==> src/rtl/core_sequencer_if.sv <==
// ----------------------------------------------------------------------------
// core_sequencer_if
//
// Purpose:
//   Groups the instruction-fetch and data-memory request/ready handshakes that
//   the core sequencer exchanges with the memory side of the datapath.
//
// Signals:
//   imem_req    sequencer -> memory  instruction fetch request
//   imem_ready  memory -> sequencer  instruction word available this cycle
//   dmem_req    sequencer -> memory  data access request
//   dmem_we     sequencer -> memory  data access is a write (store)
//   dmem_ready  memory -> sequencer  data access completes this cycle
//
// Modports:
//   master  the sequencer side (drives requests, samples readies)
//   slave   the memory side (samples requests, drives readies)
// ----------------------------------------------------------------------------
interface core_sequencer_if;
    logic imem_req;
    logic imem_ready;
    logic dmem_req;
    logic dmem_we;
    logic dmem_ready;

    modport master (
        output imem_req,
        output dmem_req,
        output dmem_we,
        input  imem_ready,
        input  dmem_ready
    );

    modport slave (
        input  imem_req,
        input  dmem_req,
        input  dmem_we,
        output imem_ready,
        output dmem_ready
    );
endinterface

==> src/rtl/core_sequencer.sv <==
// ----------------------------------------------------------------------------
// core_sequencer
//
// Purpose:
//   Multi-cycle control sequencer for an RV32I-style core.  Walks every
//   instruction through FETCH -> DECODE -> EXEC -> (MEM) -> (WB) and issues
//   the datapath strobes and selects for each step.  A watchdog bounds every
//   memory wait; if memory never answers the sequencer parks in HALT with a
//   sticky timeout flag until the next reset.
//
// Parameters:
//   TIMEOUT_W      width of the memory-wait watchdog; a wait is abandoned
//                  after 2^TIMEOUT_W-1 cycles without a ready
//
// Ports:
//   clk            rising-edge clock
//   rst_n          synchronous active-low reset
//   opcode[6:0]    instruction[6:0] from the instruction register
//   branch_taken   ALU compare result, only looked at in EXEC
//   mem            memory handshake bundle (core_sequencer_if.master)
//   ir_we          load instruction register (one cycle, end of fetch)
//   pc_we          update program counter
//   rf_we          write register file
//   alu_src        ALU operand B: 0 register, 1 immediate
//   pc_sel[1:0]    next PC: 00 PC+4, 01 branch target, 10 JAL, 11 JALR
//   wb_sel[1:0]    writeback source: 00 ALU, 01 memory, 10 PC+4, 11 immediate
//   alu_op[1:0]    ALU control: 00 add, 01 branch compare, 10 funct decode
//   state[2:0]     current FSM state (FETCH=0 ... HALT=5)
//   retire         one-cycle pulse when an instruction completes
//   mem_timeout    sticky: a memory wait hit the watchdog limit
//   illegal_instr  sticky: an unrecognized opcode was trapped
//
// Build option:
//   CORE_SEQUENCER_TRAP_ILLEGAL_EN  when defined, an unrecognized opcode in
//   DECODE sets illegal_instr and halts.  When undefined (default) it simply
//   retires as a NOP from EXEC.
// ----------------------------------------------------------------------------
module core_sequencer #(
    parameter int TIMEOUT_W = 8
) (
    input  logic              clk,
    input  logic              rst_n,
    input  logic [6:0]        opcode,
    input  logic              branch_taken,
    core_sequencer_if.master  mem,
    output logic              ir_we,
    output logic              pc_we,
    output logic              rf_we,
    output logic              alu_src,
    output logic [1:0]        pc_sel,
    output logic [1:0]        wb_sel,
    output logic [1:0]        alu_op,
    output logic [2:0]        state,
    output logic              retire,
    output logic              mem_timeout,
    output logic              illegal_instr
);

    typedef enum logic [2:0] {
        ST_FETCH  = 3'd0,
        ST_DECODE = 3'd1,
        ST_EXEC   = 3'd2,
        ST_MEM    = 3'd3,
        ST_WB     = 3'd4,
        ST_HALT   = 3'd5
    } state_t;

    typedef enum logic [3:0] {
        CLS_NOP,
        CLS_RTYPE,
        CLS_IALU,
        CLS_LUI,
        CLS_AUIPC,
        CLS_JAL,
        CLS_JALR,
        CLS_BRANCH,
        CLS_LOAD,
        CLS_STORE
    } instClass_t;

    localparam logic [6:0] OP_RTYPE  = 7'b0110011;
    localparam logic [6:0] OP_IALU   = 7'b0010011;
    localparam logic [6:0] OP_LUI    = 7'b0110111;
    localparam logic [6:0] OP_AUIPC  = 7'b0010111;
    localparam logic [6:0] OP_JAL    = 7'b1101111;
    localparam logic [6:0] OP_JALR   = 7'b1100111;
    localparam logic [6:0] OP_BRANCH = 7'b1100011;
    localparam logic [6:0] OP_LOAD   = 7'b0000011;
    localparam logic [6:0] OP_STORE  = 7'b0100011;

    localparam logic [1:0] PC_PLUS4  = 2'b00;
    localparam logic [1:0] PC_BRANCH = 2'b01;
    localparam logic [1:0] PC_JAL    = 2'b10;
    localparam logic [1:0] PC_JALR   = 2'b11;

    localparam logic [1:0] WB_ALU    = 2'b00;
    localparam logic [1:0] WB_MEM    = 2'b01;
    localparam logic [1:0] WB_PC4    = 2'b10;
    localparam logic [1:0] WB_IMM    = 2'b11;

    localparam logic [1:0] ALU_ADD   = 2'b00;
    localparam logic [1:0] ALU_BR    = 2'b01;
    localparam logic [1:0] ALU_FUNCT = 2'b10;

    // The wait that starts with the counter at WD_LAST is the one that takes
    // the counter to all-ones, i.e. the terminal waiting cycle.
    localparam logic [TIMEOUT_W-1:0] WD_ONE  = {{(TIMEOUT_W-1){1'b0}}, 1'b1};
    localparam logic [TIMEOUT_W-1:0] WD_LAST = {{(TIMEOUT_W-1){1'b1}}, 1'b0};

    state_t               r_state;
    instClass_t           r_class;
    logic [1:0]           r_wbSel;
    logic [1:0]           r_aluOp;
    logic                 r_aluSrc;
    logic [TIMEOUT_W-1:0] r_wdCount;
    logic                 r_memTimeout;
    logic                 r_illegal;

    instClass_t           w_decClass;
    logic [1:0]           w_decWbSel;
    logic [1:0]           w_decAluOp;
    logic                 w_decAluSrc;

    state_t               w_nextState;
    logic                 w_imemReq;
    logic                 w_dmemReq;
    logic                 w_dmemWe;
    logic                 w_irWe;
    logic                 w_pcWe;
    logic                 w_rfWe;
    logic                 w_retire;
    logic [1:0]           w_pcSel;
    logic                 w_waiting;
    logic                 w_timeoutHit;
    logic                 w_trapIllegal;
    logic                 w_enterWait;
    logic                 w_outEn;

    // Opcode decoder.  Only sampled into the instruction registers while in
    // DECODE, so the opcode input is free to change for the rest of the
    // instruction.  Anything not in the table decodes as CLS_NOP.
    always_comb begin
        w_decClass  = CLS_NOP;
        w_decWbSel  = WB_ALU;
        w_decAluOp  = ALU_ADD;
        w_decAluSrc = 1'b0;
        case (opcode)
            OP_RTYPE: begin
                w_decClass  = CLS_RTYPE;
                w_decAluOp  = ALU_FUNCT;
            end
            OP_IALU: begin
                w_decClass  = CLS_IALU;
                w_decAluOp  = ALU_FUNCT;
                w_decAluSrc = 1'b1;
            end
            OP_LUI: begin
                w_decClass  = CLS_LUI;
                w_decWbSel  = WB_IMM;
                w_decAluSrc = 1'b1;
            end
            OP_AUIPC: begin
                w_decClass  = CLS_AUIPC;
                w_decAluSrc = 1'b1;
            end
            OP_JAL: begin
                w_decClass  = CLS_JAL;
                w_decWbSel  = WB_PC4;
                w_decAluSrc = 1'b1;
            end
            OP_JALR: begin
                w_decClass  = CLS_JALR;
                w_decWbSel  = WB_PC4;
                w_decAluSrc = 1'b1;
            end
            OP_BRANCH: begin
                w_decClass  = CLS_BRANCH;
                w_decAluOp  = ALU_BR;
            end
            OP_LOAD: begin
                w_decClass  = CLS_LOAD;
                w_decWbSel  = WB_MEM;
                w_decAluSrc = 1'b1;
            end
            OP_STORE: begin
                w_decClass  = CLS_STORE;
                w_decAluSrc = 1'b1;
            end
            default: begin
                w_decClass  = CLS_NOP;
            end
        endcase
    end

    // Next-state and strobe logic.  Requests are held for the whole time the
    // FSM sits in FETCH or MEM, so a request can only disappear once its ready
    // has been seen (or on reset/timeout).  Readies are only consulted in the
    // state that owns them.
    always_comb begin
        w_nextState   = r_state;
        w_imemReq     = 1'b0;
        w_dmemReq     = 1'b0;
        w_dmemWe      = 1'b0;
        w_irWe        = 1'b0;
        w_pcWe        = 1'b0;
        w_rfWe        = 1'b0;
        w_retire      = 1'b0;
        w_pcSel       = PC_PLUS4;
        w_waiting     = 1'b0;
        w_timeoutHit  = 1'b0;
        w_trapIllegal = 1'b0;
        case (r_state)
            ST_FETCH: begin
                w_imemReq = 1'b1;
                if (mem.imem_ready) begin
                    w_irWe      = 1'b1;
                    w_nextState = ST_DECODE;
                end else begin
                    w_waiting = 1'b1;
                    if (r_wdCount == WD_LAST) begin
                        w_timeoutHit = 1'b1;
                        w_nextState  = ST_HALT;
                    end
                end
            end
            ST_DECODE: begin
`ifdef CORE_SEQUENCER_TRAP_ILLEGAL_EN
                if (w_decClass == CLS_NOP) begin
                    w_trapIllegal = 1'b1;
                    w_nextState   = ST_HALT;
                end else begin
                    w_nextState   = ST_EXEC;
                end
`else
                w_nextState = ST_EXEC;
`endif
            end
            ST_EXEC: begin
                case (r_class)
                    CLS_BRANCH: begin
                        w_pcWe      = 1'b1;
                        w_pcSel     = branch_taken ? PC_BRANCH : PC_PLUS4;
                        w_retire    = 1'b1;
                        w_nextState = ST_FETCH;
                    end
                    CLS_LOAD, CLS_STORE: begin
                        w_nextState = ST_MEM;
                    end
                    CLS_NOP: begin
                        w_pcWe      = 1'b1;
                        w_retire    = 1'b1;
                        w_nextState = ST_FETCH;
                    end
                    default: begin
                        w_nextState = ST_WB;
                    end
                endcase
            end
            ST_MEM: begin
                w_dmemReq = 1'b1;
                w_dmemWe  = (r_class == CLS_STORE);
                if (mem.dmem_ready) begin
                    if (r_class == CLS_STORE) begin
                        w_pcWe      = 1'b1;
                        w_retire    = 1'b1;
                        w_nextState = ST_FETCH;
                    end else begin
                        w_nextState = ST_WB;
                    end
                end else begin
                    w_waiting = 1'b1;
                    if (r_wdCount == WD_LAST) begin
                        w_timeoutHit = 1'b1;
                        w_nextState  = ST_HALT;
                    end
                end
            end
            ST_WB: begin
                w_rfWe      = 1'b1;
                w_pcWe      = 1'b1;
                w_retire    = 1'b1;
                w_nextState = ST_FETCH;
                if (r_class == CLS_JAL) begin
                    w_pcSel = PC_JAL;
                end else if (r_class == CLS_JALR) begin
                    w_pcSel = PC_JALR;
                end
            end
            ST_HALT: begin
                w_nextState = ST_HALT;
            end
            default: begin
                w_nextState = ST_FETCH;
            end
        endcase
    end

    // The watchdog restarts whenever the FSM moves into one of the two
    // waiting states, so each fetch and each data access gets a full budget.
    assign w_enterWait = ((w_nextState == ST_FETCH) || (w_nextState == ST_MEM))
                         && (w_nextState != r_state);

    // State register.
    always_ff @(posedge clk) begin
        if (!rst_n) begin
            r_state <= ST_FETCH;
        end else begin
            r_state <= w_nextState;
        end
    end

    // Per-instruction control captured in DECODE and held untouched until
    // the next DECODE, which keeps alu_op/alu_src/wb_sel stable across EXEC,
    // MEM and WB regardless of what the opcode input does meanwhile.
    always_ff @(posedge clk) begin
        if (!rst_n) begin
            r_class  <= CLS_NOP;
            r_wbSel  <= WB_ALU;
            r_aluOp  <= ALU_ADD;
            r_aluSrc <= 1'b0;
        end else if (r_state == ST_DECODE) begin
            r_class  <= w_decClass;
            r_wbSel  <= w_decWbSel;
            r_aluOp  <= w_decAluOp;
            r_aluSrc <= w_decAluSrc;
        end
    end

    // Memory-wait watchdog.  Counts only cycles where a request is pending
    // without its ready; a ready in the terminal cycle wins over the timeout
    // because the FSM checks ready first.
    always_ff @(posedge clk) begin
        if (!rst_n) begin
            r_wdCount <= '0;
        end else if (w_enterWait) begin
            r_wdCount <= '0;
        end else if (w_waiting) begin
            r_wdCount <= r_wdCount + WD_ONE;
        end
    end

    // Sticky error flags; only a reset clears them.
    always_ff @(posedge clk) begin
        if (!rst_n) begin
            r_memTimeout <= 1'b0;
            r_illegal    <= 1'b0;
        end else begin
            if (w_timeoutHit) begin
                r_memTimeout <= 1'b1;
            end
            if (w_trapIllegal) begin
                r_illegal <= 1'b1;
            end
        end
    end

    // Everything driven toward the datapath or memory is forced low while
    // reset is asserted (so requests vanish immediately) and while halted.
    assign w_outEn      = rst_n && (r_state != ST_HALT);

    assign mem.imem_req = w_outEn & w_imemReq;
    assign mem.dmem_req = w_outEn & w_dmemReq;
    assign mem.dmem_we  = w_outEn & w_dmemWe;
    assign ir_we        = w_outEn & w_irWe;
    assign pc_we        = w_outEn & w_pcWe;
    assign rf_we        = w_outEn & w_rfWe;
    assign retire       = w_outEn & w_retire;
    assign alu_src      = w_outEn & r_aluSrc;
    assign pc_sel       = w_outEn ? w_pcSel : PC_PLUS4;
    assign wb_sel       = w_outEn ? r_wbSel : WB_ALU;
    assign alu_op       = w_outEn ? r_aluOp : ALU_ADD;
    assign state        = r_state;
    assign mem_timeout  = r_memTimeout;
    assign illegal_instr = r_illegal;

endmodule

==> src/flat_wrapper.sv <==
// flat-port wrapper written by rule: the top's interface ports become plain ports
module core_sequencer_flat 
#(
    parameter int TIMEOUT_W = 8
)
  (clk, rst_n, opcode, branch_taken, ir_we, pc_we, rf_we, alu_src, pc_sel, wb_sel, alu_op, state, retire, mem_timeout, illegal_instr, mem_imem_req, mem_dmem_req, mem_dmem_we, mem_imem_ready, mem_dmem_ready);
  core_sequencer_if mem_i ();
  input  logic clk;
  input  logic rst_n;
  input  logic [6:0] opcode;
  input  logic branch_taken;
  output logic ir_we;
  output logic pc_we;
  output logic rf_we;
  output logic alu_src;
  output logic [1:0] pc_sel;
  output logic [1:0] wb_sel;
  output logic [1:0] alu_op;
  output logic [2:0] state;
  output logic retire;
  output logic mem_timeout;
  output logic illegal_instr;
  output wire logic [$bits(mem_i.imem_req)-1:0] mem_imem_req;
  output wire logic [$bits(mem_i.dmem_req)-1:0] mem_dmem_req;
  output wire logic [$bits(mem_i.dmem_we)-1:0] mem_dmem_we;
  input wire logic [$bits(mem_i.imem_ready)-1:0] mem_imem_ready;
  input wire logic [$bits(mem_i.dmem_ready)-1:0] mem_dmem_ready;
  assign mem_imem_req = mem_i.imem_req;
  assign mem_dmem_req = mem_i.dmem_req;
  assign mem_dmem_we = mem_i.dmem_we;
  assign mem_i.imem_ready = mem_imem_ready;
  assign mem_i.dmem_ready = mem_dmem_ready;
  core_sequencer #(.TIMEOUT_W(TIMEOUT_W)) u_core (.clk(clk), .rst_n(rst_n), .opcode(opcode), .branch_taken(branch_taken), .mem(mem_i), .ir_we(ir_we), .pc_we(pc_we), .rf_we(rf_we), .alu_src(alu_src), .pc_sel(pc_sel), .wb_sel(wb_sel), .alu_op(alu_op), .state(state), .retire(retire), .mem_timeout(mem_timeout), .illegal_instr(illegal_instr));
endmodule
==> config.mk <==
export PLATFORM = sky130hd
export DESIGN_NAME = core_sequencer_flat
export DESIGN_NICKNAME = d
export VERILOG_FILES = /design/src/rtl/core_sequencer_if.sv /design/src/rtl/core_sequencer.sv /design/src/flat_wrapper.sv
export SDC_FILE = /design/constraint.sdc
export NUM_CORES = 1
export LEC_CHECK = 0
export CAP_MARGIN = 15
export CORE_MARGIN = 2
export CORE_UTILIZATION = 50
export CTS_BUF_LIST = sky130_fd_sc_hd__clkbuf_4
export DETAILED_ROUTE_END_ITERATION = 8
export GPL_TIMING_DRIVEN = 0
export HOLD_SLACK_MARGIN = 0.15
export PLACE_DENSITY = 0.8
export SETUP_SLACK_MARGIN = 0.5
export SLEW_MARGIN = 20
export SYNTH_ARGS = -nofsm -noshare
export SYNTH_HDL_FRONTEND = slang
export SYNTH_SLANG_ARGS = --single-unit
==> constraint.sdc <==
create_clock -name clk -period 2.9 [get_ports clk]
set_clock_uncertainty 0.15 [all_clocks]
set_input_delay 0.435 -clock clk [delete_from_list [all_inputs] [get_ports clk]]
set_output_delay 0.435 -clock clk [all_outputs]
set_load 0.02 [all_outputs]
* After elaboration in Yosys (flattened, before gate mapping)
Index checks and enable logic that the tools add are counted.
** Word-level totals
- Output and inout port bits :: 19
- Input bits :: 12
- Logic and storage cells :: 86
- Register bits after elaboration :: 21
** Cells by class
- $add $sub $neg :: 1
- Equality and inequality tests :: 23
- Muxes and demuxes :: 35
- Bitwise operators :: 8
- Reductions and logical operators :: 12
** Operator list (count)
- 4-bit one-hot mux with 9 select lines :: 1
- 7-bit by 6-bit equality test with 1-bit output (second input constant) :: 3
- 7-bit equality test (second input constant) :: 3
- 1-bit 2-to-1 mux :: 16
- 3-bit one-hot mux with 5 select lines :: 1
- 7-bit by 5-bit equality test with 1-bit output (second input constant) :: 2
- 4-bit by 3-bit equality test with 1-bit output (second input constant) :: 3
- 2-bit 2-to-1 mux :: 6
- 3-bit 2-to-1 mux :: 4
- 2-bit OR reduction :: 5
- 3-bit by 2-bit equality test with 1-bit output (second input constant) :: 3
- 8-bit by 1-bit adder with 8-bit output (second input constant) :: 1
- 4-bit equality test (second input constant) :: 2
- 8-bit equality test (second input constant) :: 1
- 2-bit one-hot mux with 2 select lines :: 2
- 1-bit AND :: 7
- 7-bit by 2-bit equality test with 1-bit output (second input constant) :: 1
- 7-bit OR reduction :: 1
- 3-bit equality test (second input constant) :: 2
- 3-bit zero test :: 2
- 2-bit one-hot mux with 3 select lines :: 1
- 3-bit one-hot mux with 2 select lines :: 1
- 4-bit zero test :: 1
- 1-bit one-hot mux with 2 select lines :: 2
- 7 further kinds :: 8

* Logic depth before layout (Yosys ltp)
Gate-level depths: netlist of run 1.
- Depth after elaboration :: 8
- Mapped depth :: 8
- Gate-level depth less buffers :: 7

* Least setup slack after synthesis of run 1
OpenSTA, ideal clock, no wires.
- Path kind :: reg2out
- From :: register u_core.r_state[2], in the netlist u_core.state[2]
- To :: output port retire
- Required time :: 2315 ps
- Data arrival time :: 1833 ps
- Path buffers :: 3
- Cell stages (with the launch flop) :: 8
- Setup slack :: 482 ps
- Cell sequence :: dfxtp_1 -> buf_2 -> nand2b_1 -> buf_2 -> or4_1 -> o21ai_0 -> and3_1 -> buf_4
** On the way
- Longest elaborated chain between the ends :: 3
- Elaborated cells on any way between the ends :: 7
- Classes of those cells :: eq/ne: 4; mux: 1; bitwise: 1; reduce/logical: 1
** RTL lines
- start: declaration :: RTL line core_sequencer.sv:110 : state_t r_state;
- start signal: assignment :: RTL line core_sequencer.sv:308 : r_state <= w_nextState;
- 3-bit equality test, or another cell as far along
- 1-bit one-hot mux with 3 select lines or 1-bit logical AND (tied branches)
- 1-bit AND (*)
- end: declaration :: RTL line flat_wrapper.sv:20 : output logic retire;
Every way passes the cells marked *; elsewhere a longest branch is shown, timed or not.

* Worst setup path in the final report of run 1
- From :: register u_core.r_state[2], in the netlist u_core.state[2]
- To :: output port retire
** On the way
- Longest elaborated chain between the ends :: 3
- Elaborated cells on any way between the ends :: 7
- Classes of those cells :: eq/ne: 4; mux: 1; bitwise: 1; reduce/logical: 1
** RTL lines
- 3-bit equality test, or another cell as far along :: RTL line core_sequencer.sv:212 : case (r_state)
- 1-bit one-hot mux with 3 select lines or 1-bit logical AND (tied branches) :: RTL line core_sequencer.sv:212, core_sequencer.sv:359
- 1-bit AND (*) :: RTL line core_sequencer.sv:367 : assign retire = w_outEn & w_retire;
Marks and branches as above.

==> run metrics, run 1 <==
Post-synth ARST share 0; # setup viols final 0; total power approximately 650 uW; All-Layer GR Usage 0.240; Die Y-Extent between 50 and 60 um; maxcap violations 0; row cnt 18; Int Pwr around 450 uW; Mapped Nets 193; Area Overhead vs Synth 37.7%; root buf cell clkbuf_4; FF-to-FF setup slack 0.71 ns; Die ar. 0.00315 sq mm; power share of the clock group 0.235; PortBufs 27; register area share after synthesis 0.310; fin cells 253; Hold Path Class register to register; dpl cell area 0.00167 sq mm; number of enable flip-flop cells after synthesis 0; Max IR drop VDD approximately 0.00026 V; Worst setup SP type register; Final GP Congestion around 0.82; Die Wd around 56 um; initial antenna violation count 0; Place WS -0.109 ns; outcome complete, no violations; Post-Syn Area per Cell between 7 and 8 sq um; Sw Share 0.310; Ports 31; Post-Route WL 3890 um; Crit Path Class register to output pin; effective utilization at floorplan 0.538; Max clock buf depth 2; GRT Residual Overflow 0; pwr dens around 350 mW/mm^2; Post-DRT Antenna Nets 0; DR iter-0 viols 48; ant diodes 0; Gate power share 0.282; Num CTS Buffers 3; TritonCTS clock tree done; Worst EP required around 2.3 ns; largest cells by area after synthesis dfxtp_1 31%, a21oi_1 5.9%, xor2_1 5.2%, and3_1 5.1%, nand2_1 4.7%; DPL Wire Length roughly 2500 um; RSZ-0062 raised after global routing true; crit-path max FO 5; H-tree depth 1; Avg WL per Cell about 15 um; Finished Cell Area about 0.0019 sq mm; share of power burned in registers 0.483; Crit path arrival time 1.99 ns; Placed Cells 236; Final Net Count 238; cell count after synthesis between 150 and 200; CTS clk-pin slew, worst paths 0.12 ns; sw power around 200 uW; Slew @ Worst Pin ~0.75 ns; Final Hold Fails 0; largest net degree at the start of global routing 12; DRT Pass-1 Iters 5; via count roughly 1.5k; layout cell share with drive strength beyond 1 0.202; max_slew headroom 0.498; largest area contributor in the netlist dfxtp_1; DR vias/cell 6.02; first-pass GRT wire length just over 6000 um; Synth Cell Area between 0.001 and 0.0015 sq mm; Num Clock Sinks 21; leakage power between 0.8 and 0.9 nW; Yosys Warn Count 0; element type at the critical path end output pin; Hold-fix buffers, CTS 0; vias in the first global route around 1.4k; fmax between 300 and 400 MHz; Synth top area share 0.310; Period Utilization, post-route 0.888; Final WS setup ~0.33 ns; synthesized flop and latch total 21; DR DRC count 0; clk_lat worst skew about 0.30 ns; ys flop type dfxtp_1; Distinct cells, synth 47; Final Max Tran Viols 0; fin crit period 2.57 ns; Core ar. approximately 0.0025 sq mm
-- registers in the layout (all words and copies together), names as in the netlist --
name / count
u_core.r_wdCount: 8
u_core.r_class: 4
u_core.state: 3
u_core.r_aluOp: 2
u_core.r_wbSel: 2
u_core.mem_timeout: 1
u_core.r_aluSrc: 1
-- worst max-delay path, stage by stage (launching register included) --
cell,delay (ns)
dfxtp_2,0.34
buf_6,0.12
nand2b_4,0.13
buf_6,0.12
or4_1,0.47
o21ai_1,0.10
and3_4,0.20
buf_4,0.10
buf_6,0.10
-- kinds of logic after synthesis --
group	count (synthesis)	share of synthesized area
and+or+nand+nor	87	0.339
DFF	21	0.310
xor gates and xnor gates	9	0.0581
other	1	0.00276
adders and majority gates	2	0.0184
AOI/OAI and AO/OA	40	0.197
buffers and inverters	19	0.0746
-- cell usage after synthesis, types with 2 or more instances --
| library cell | number |
|---|---|
| clkbuf_1 | 6 |
| buf_6 | 2 |
| a211oi_1 | 2 |
| ha_1 | 2 |
| buf_4 | 3 |
| inv_1 | 4 |
| dfxtp_1 | 21 |
| and2_1 | 3 |
| nor2b_1 | 4 |
| nand2b_1 | 4 |
| nor4_1 | 2 |
| nand4_1 | 5 |
| nor2_1 | 16 |
| nand3_1 | 6 |
| o21ai_0 | 7 |
| a21oi_1 | 16 |
| or3_1 | 3 |
| nand2_1 | 17 |
| buf_2 | 3 |
| and3_1 | 11 |
| xor2_1 | 8 |
| nor3_1 | 9 |
-- per-stage QoR --
step,setup TNS (ns),util,hold WS (ns)
3_5_place_dp,-0.132,0.661,0.299
6_report,0,0.741,0.319
3_3_place_gp,-0.126,0.661,0.288
2_1_floorplan,0,-,0.277
4_1_cts,0,0.710,0.314
5_1_grt,0,0.741,0.344
-- routing by layer --
layer  wire length (um)  global-route usage
met4                122               0.136
met5                  0                   0
met3                261              0.0372
met2               1870               0.415
met1               1630               0.277
-- final cells by class --
class                   instances  area, sq um
well taps                      30         37.5
plain buffers                  14          118
fillers                       207          653
multi-input cells             139          865
clock buffers                   4         30.0
flip-flops and latches         21          429
repair buffers                 40          372
inverters                       5         18.8
-- power by group through the flow --
stage | logic (mW) | registers [mW] | clock network [mW]
floorplan | 0.105 | 0.318 | 0
finish | 0.183 | 0.314 | 0.152
global placement | 0.155 | 0.316 | 0
global route | 0.197 | 0.316 | 0.169
detailed placement | 0.161 | 0.317 | 0
CTS | 0.172 | 0.312 | 0.153
-- what timing repair did --
item,4_1_cts,5_1_grt
endpoints found under the hold margin,0,0
cloned,0,1
endpoints found under the setup margin,14,8
buffers inserted,6,6
pin swaps,2,1
resized for setup,36,14
-- path summary, 6_finish.rpt --
path / start / cells past startpoint / end
setup / recovery: u_core.state[2] / 8 / retire
hold / removal: u_core.r_wbSel[1] / 2 / u_core.r_wbSel[1]
setup reg to reg: u_core.state[2] / 9 / u_core.r_wdCount[1]
hold reg to reg: u_core.r_wbSel[1] / 2 / u_core.r_wbSel[1]
-- layout by cell type (no fill, tap or decap), types with 3 or more instances in the layout --
cell type / n
nand2_1: 17
nor2_1: 16
a21oi_1: 16
dfxtp_1: 16
buf_4: 15
clkdlybuf4s50_1: 13
and3_1: 10
nor3_1: 8
xor2_1: 8
buf_6: 7
dlygate4sd2_1: 7
nand3_1: 6
o21ai_0: 6
clkbuf_4: 5
nand4_1: 5
dlymetal6s2s_1: 5
inv_1: 4
nor2b_1: 4
dfxtp_2: 4
nand2b_1: 3
and2_1: 3
or3_1: 3
clkbuf_1: 3
Note: power is estimated with default switching activity, not from simulation.
==> run 2: changes to the inputs <==
--- a/config.mk
+++ b/config.mk
@@ -10,9 +10,9 @@
 export CORE_UTILIZATION = 50
 export CTS_BUF_LIST = sky130_fd_sc_hd__clkbuf_4
 export DETAILED_ROUTE_END_ITERATION = 8
+export DONT_BUFFER_PORTS = 1
 export GPL_TIMING_DRIVEN = 0
 export HOLD_SLACK_MARGIN = 0.15
-export PLACE_DENSITY = 0.8
 export SETUP_SLACK_MARGIN = 0.5
 export SLEW_MARGIN = 20
 export SYNTH_ARGS = -nofsm -noshare
==> run 2 against run 1 <==
Compared with the run above: largest power group unchanged; via count is 12% lower; critical endpoint unchanged; register-to-register slack worse by 0.05 ns; core utilization is 11 points lower; combinational power is 20% lower; total power is 6.6% lower; largest cell class unchanged; count of clock-buffer cells in the layout is 1 lower.
==> run metrics, run 2 (synthesized netlist as in run 1, its figures left out) <==
outcome complete, no violations; worst hold slack 0.240 ns (-0.0795 ns); vias in the first global route 1229 (-15%); Worst Hold Path EP u_core.r_class[3]; pwr dens 382 mW/mm^2 (+10%); Final Net Count 209 (-12%); Place WS 0.444 ns (+0.554 ns); Num CTS Buffers 3 (unchanged); number of flip-flops in the largest register 8 (unchanged); Die ar. 0.00315 sq mm (unchanged); crit-path max FO 8 (+3); Reg-to-Reg Start u_core.state[2]; Crit Path Class register to output pin; largest net degree at the start of global routing 14 (+2); maxcap violations 0 (unchanged); commonest non-fill, non-tap cell in the layout nand2_1; initial antenna violation count 0 (unchanged); setup TNS 0 ns (unchanged); TritonCTS clock tree done; element type at the critical path end output pin; GRT Residual Overflow 0 (unchanged); Biggest register u_core.r_wdCount; leakage power 0.613 nW (-28%); fin cells 224 (-11%); PortBufs 0 (-100%); Final WS setup 0.331 ns (+0.00491 ns); Placed Cells 209 (-11%); H-tree depth 1 (unchanged); HP Start rst_n; commonest cells after routing, fill and taps aside 17 x nand2_1, 16 x nor2_1, 16 x a21oi_1; CTS clk-pin slew, worst paths 0.11 ns (about the same); CP delay by family, top simple AND/OR/NAND/NOR gates; DR iter-0 viols 61 (+27%); Worst EP required 2.32 ns (about the same); Max clock buf depth 2 (unchanged); crit-path cells buf_6 > nor3b_4 > nand2_1 > or4_1 > o21ai_1 > and3_4 > buf_6; most frequent cell on the critical path buf_6; Avg WL per Cell 14.6 um (-4.7%); Worst setup SP type register; via count 1339 (-12%); Area Overhead vs Synth 16.8%; first-pass GRT wire length 5440 um (-11%); Final GP Congestion 0.814 (-0.33%); Period Utilization, post-route 0.886 (-0.00169); total power 606 uW (-6.6%); clk_lat worst skew 0.31 ns (about the same); FF-to-FF setup slack 0.66 ns (-0.05 ns); max_slew headroom 0.545 (+0.0465); DR DRC count 0 (unchanged); Num Clock Sinks 21 (unchanged); fin crit period 2.57 ns (-0.00491 ns); All-Layer GR Usage 0.211 (-0.0285); Crit path arrival time 1.98 ns (about the same); layout cell share with drive strength beyond 1 0.216 (+0.0147); Ports 31 (unchanged); Post-Route WL 3280 um (-16%); Hold-fix buffers, CTS 0 (unchanged); Die Y-Extent 56.1 um (unchanged); # setup viols final 0 (unchanged); Max IR drop VDD 0.000285 V (+8.6%); Final Max Tran Viols 0 (unchanged); post-layout util 0.628 (-0.113); DPL Wire Length 2340 um (-8.2%); dpl cell area 0.00140 sq mm (-16%); DRT Pass-1 Iters 4 (-1); RSZ-0062 raised after global routing true; root buf cell clkbuf_4; DR vias/cell 5.98 (-0.76%); Hold Path Class input port to register; Worst Path Buf+Inv 2 (-2); effective utilization at floorplan 0.538 (unchanged); Crit-path slowest cell or4_1; Final Hold Fails 0 (unchanged); Finished Cell Area 0.00159 sq mm (-15%); worst r2r dst u_core.r_wdCount[6]; Post-DRT Antenna Nets 0 (unchanged); Reg2Reg Depth 7 (-2); Hold Path Depth 2 (unchanged); ant diodes 0 (unchanged); Die Wd 56.1 um (unchanged); Slew @ Worst Pin 0.678 ns (-0.0692 ns); Core ar. 0.00252 sq mm (unchanged); row cnt 18 (unchanged); fmax 389 MHz (+0.19%); largest stage delay on the critical path 0.47 ns (about the same)
run 2: cell count changes in the layout (fill, tap and decap cells not counted), sizes merged:
| cell | previous run | this run |
|---|---|---|
| buf | 24 | 19 |
| dlymetal6s2s | 5 | 0 |
| clkdlybuf4s50 | 13 | 0 |
| clkinvlp | 0 | 1 |
| dlygate4sd2 | 7 | 0 |
run 2: worst max path at each step:
| stage | startpoint | to | slack, ns | depth (start not counted) |
|---|---|---|---|---|
| 2_1_floorplan | u_core.state[2] | retire | 0.54 | 7 |
| 3_3_place_gp | u_core.state[2] | retire | 0.46 | 7 |
| 3_5_place_dp | u_core.state[2] | retire | 0.44 | 7 |
| 4_1_cts | u_core.r_class[2] | retire | 0.36 | 7 |
| 5_1_grt | u_core.r_class[1] | retire | 0.26 | 7 |
| 6_report | u_core.r_class[1] | retire | 0.33 | 7 |
run 2: where the power goes:
part           internal [mW]  leakage [nW]  switching [mW]
Combinational         0.0620         0.426          0.0846
Sequential             0.301         0.174          0.0145
Clock                 0.0525        0.0139          0.0913
run 2: worst register-to-register path, cell delays in order, from the launching register on:
cell and delay [ns]:
dfxtp_4 0.39, buf_6 0.12, buf_4 0.15, nand3b_1 0.30
o21ai_0 0.16, o221a_2 0.27, a31oi_2 0.42, a21oi_1 0.14
run 2: layout make-up:
cell class	instances	area, sq um
Inverter	5	18.8
Fill cell	236	937
Sequential cell	21	433
Tap cell	30	37.5
Timing Repair Buffer	11	82.6
Multi-Input combinational cell	139	867
Clock buffer	3	22.5
Clock inverter	1	7.51
Buffer	14	116
run 2: routing by layer:
metal  up-vias  part of all wire  global-route usage
met4         0             0.013              0.0646
met5         -                 0                   0
li1        671                 -                   -
met2        44              0.46               0.329
met3         6             0.067              0.0512
met1       618              0.46               0.287
run 2: repair_timing:
action / CTS / global route
pin swaps: 2 / 1
buffers inserted: 7 / 4
resized for setup: 19 / 9
setup endpoints to repair: 3 / 4
gates cloned: 0 / 0
==> run 3: changes to the inputs <==
--- a/config.mk
+++ b/config.mk
@@ -5,7 +5,7 @@
 export SDC_FILE = /design/constraint.sdc
 export NUM_CORES = 1
 export LEC_CHECK = 0
-export CAP_MARGIN = 15
+export CAP_MARGIN = 30
 export CORE_MARGIN = 2
 export CORE_UTILIZATION = 50
 export CTS_BUF_LIST = sky130_fd_sc_hd__clkbuf_4
==> results of run 3 <==
No change in the layout: final DEF, timing and power equal those of run 2.
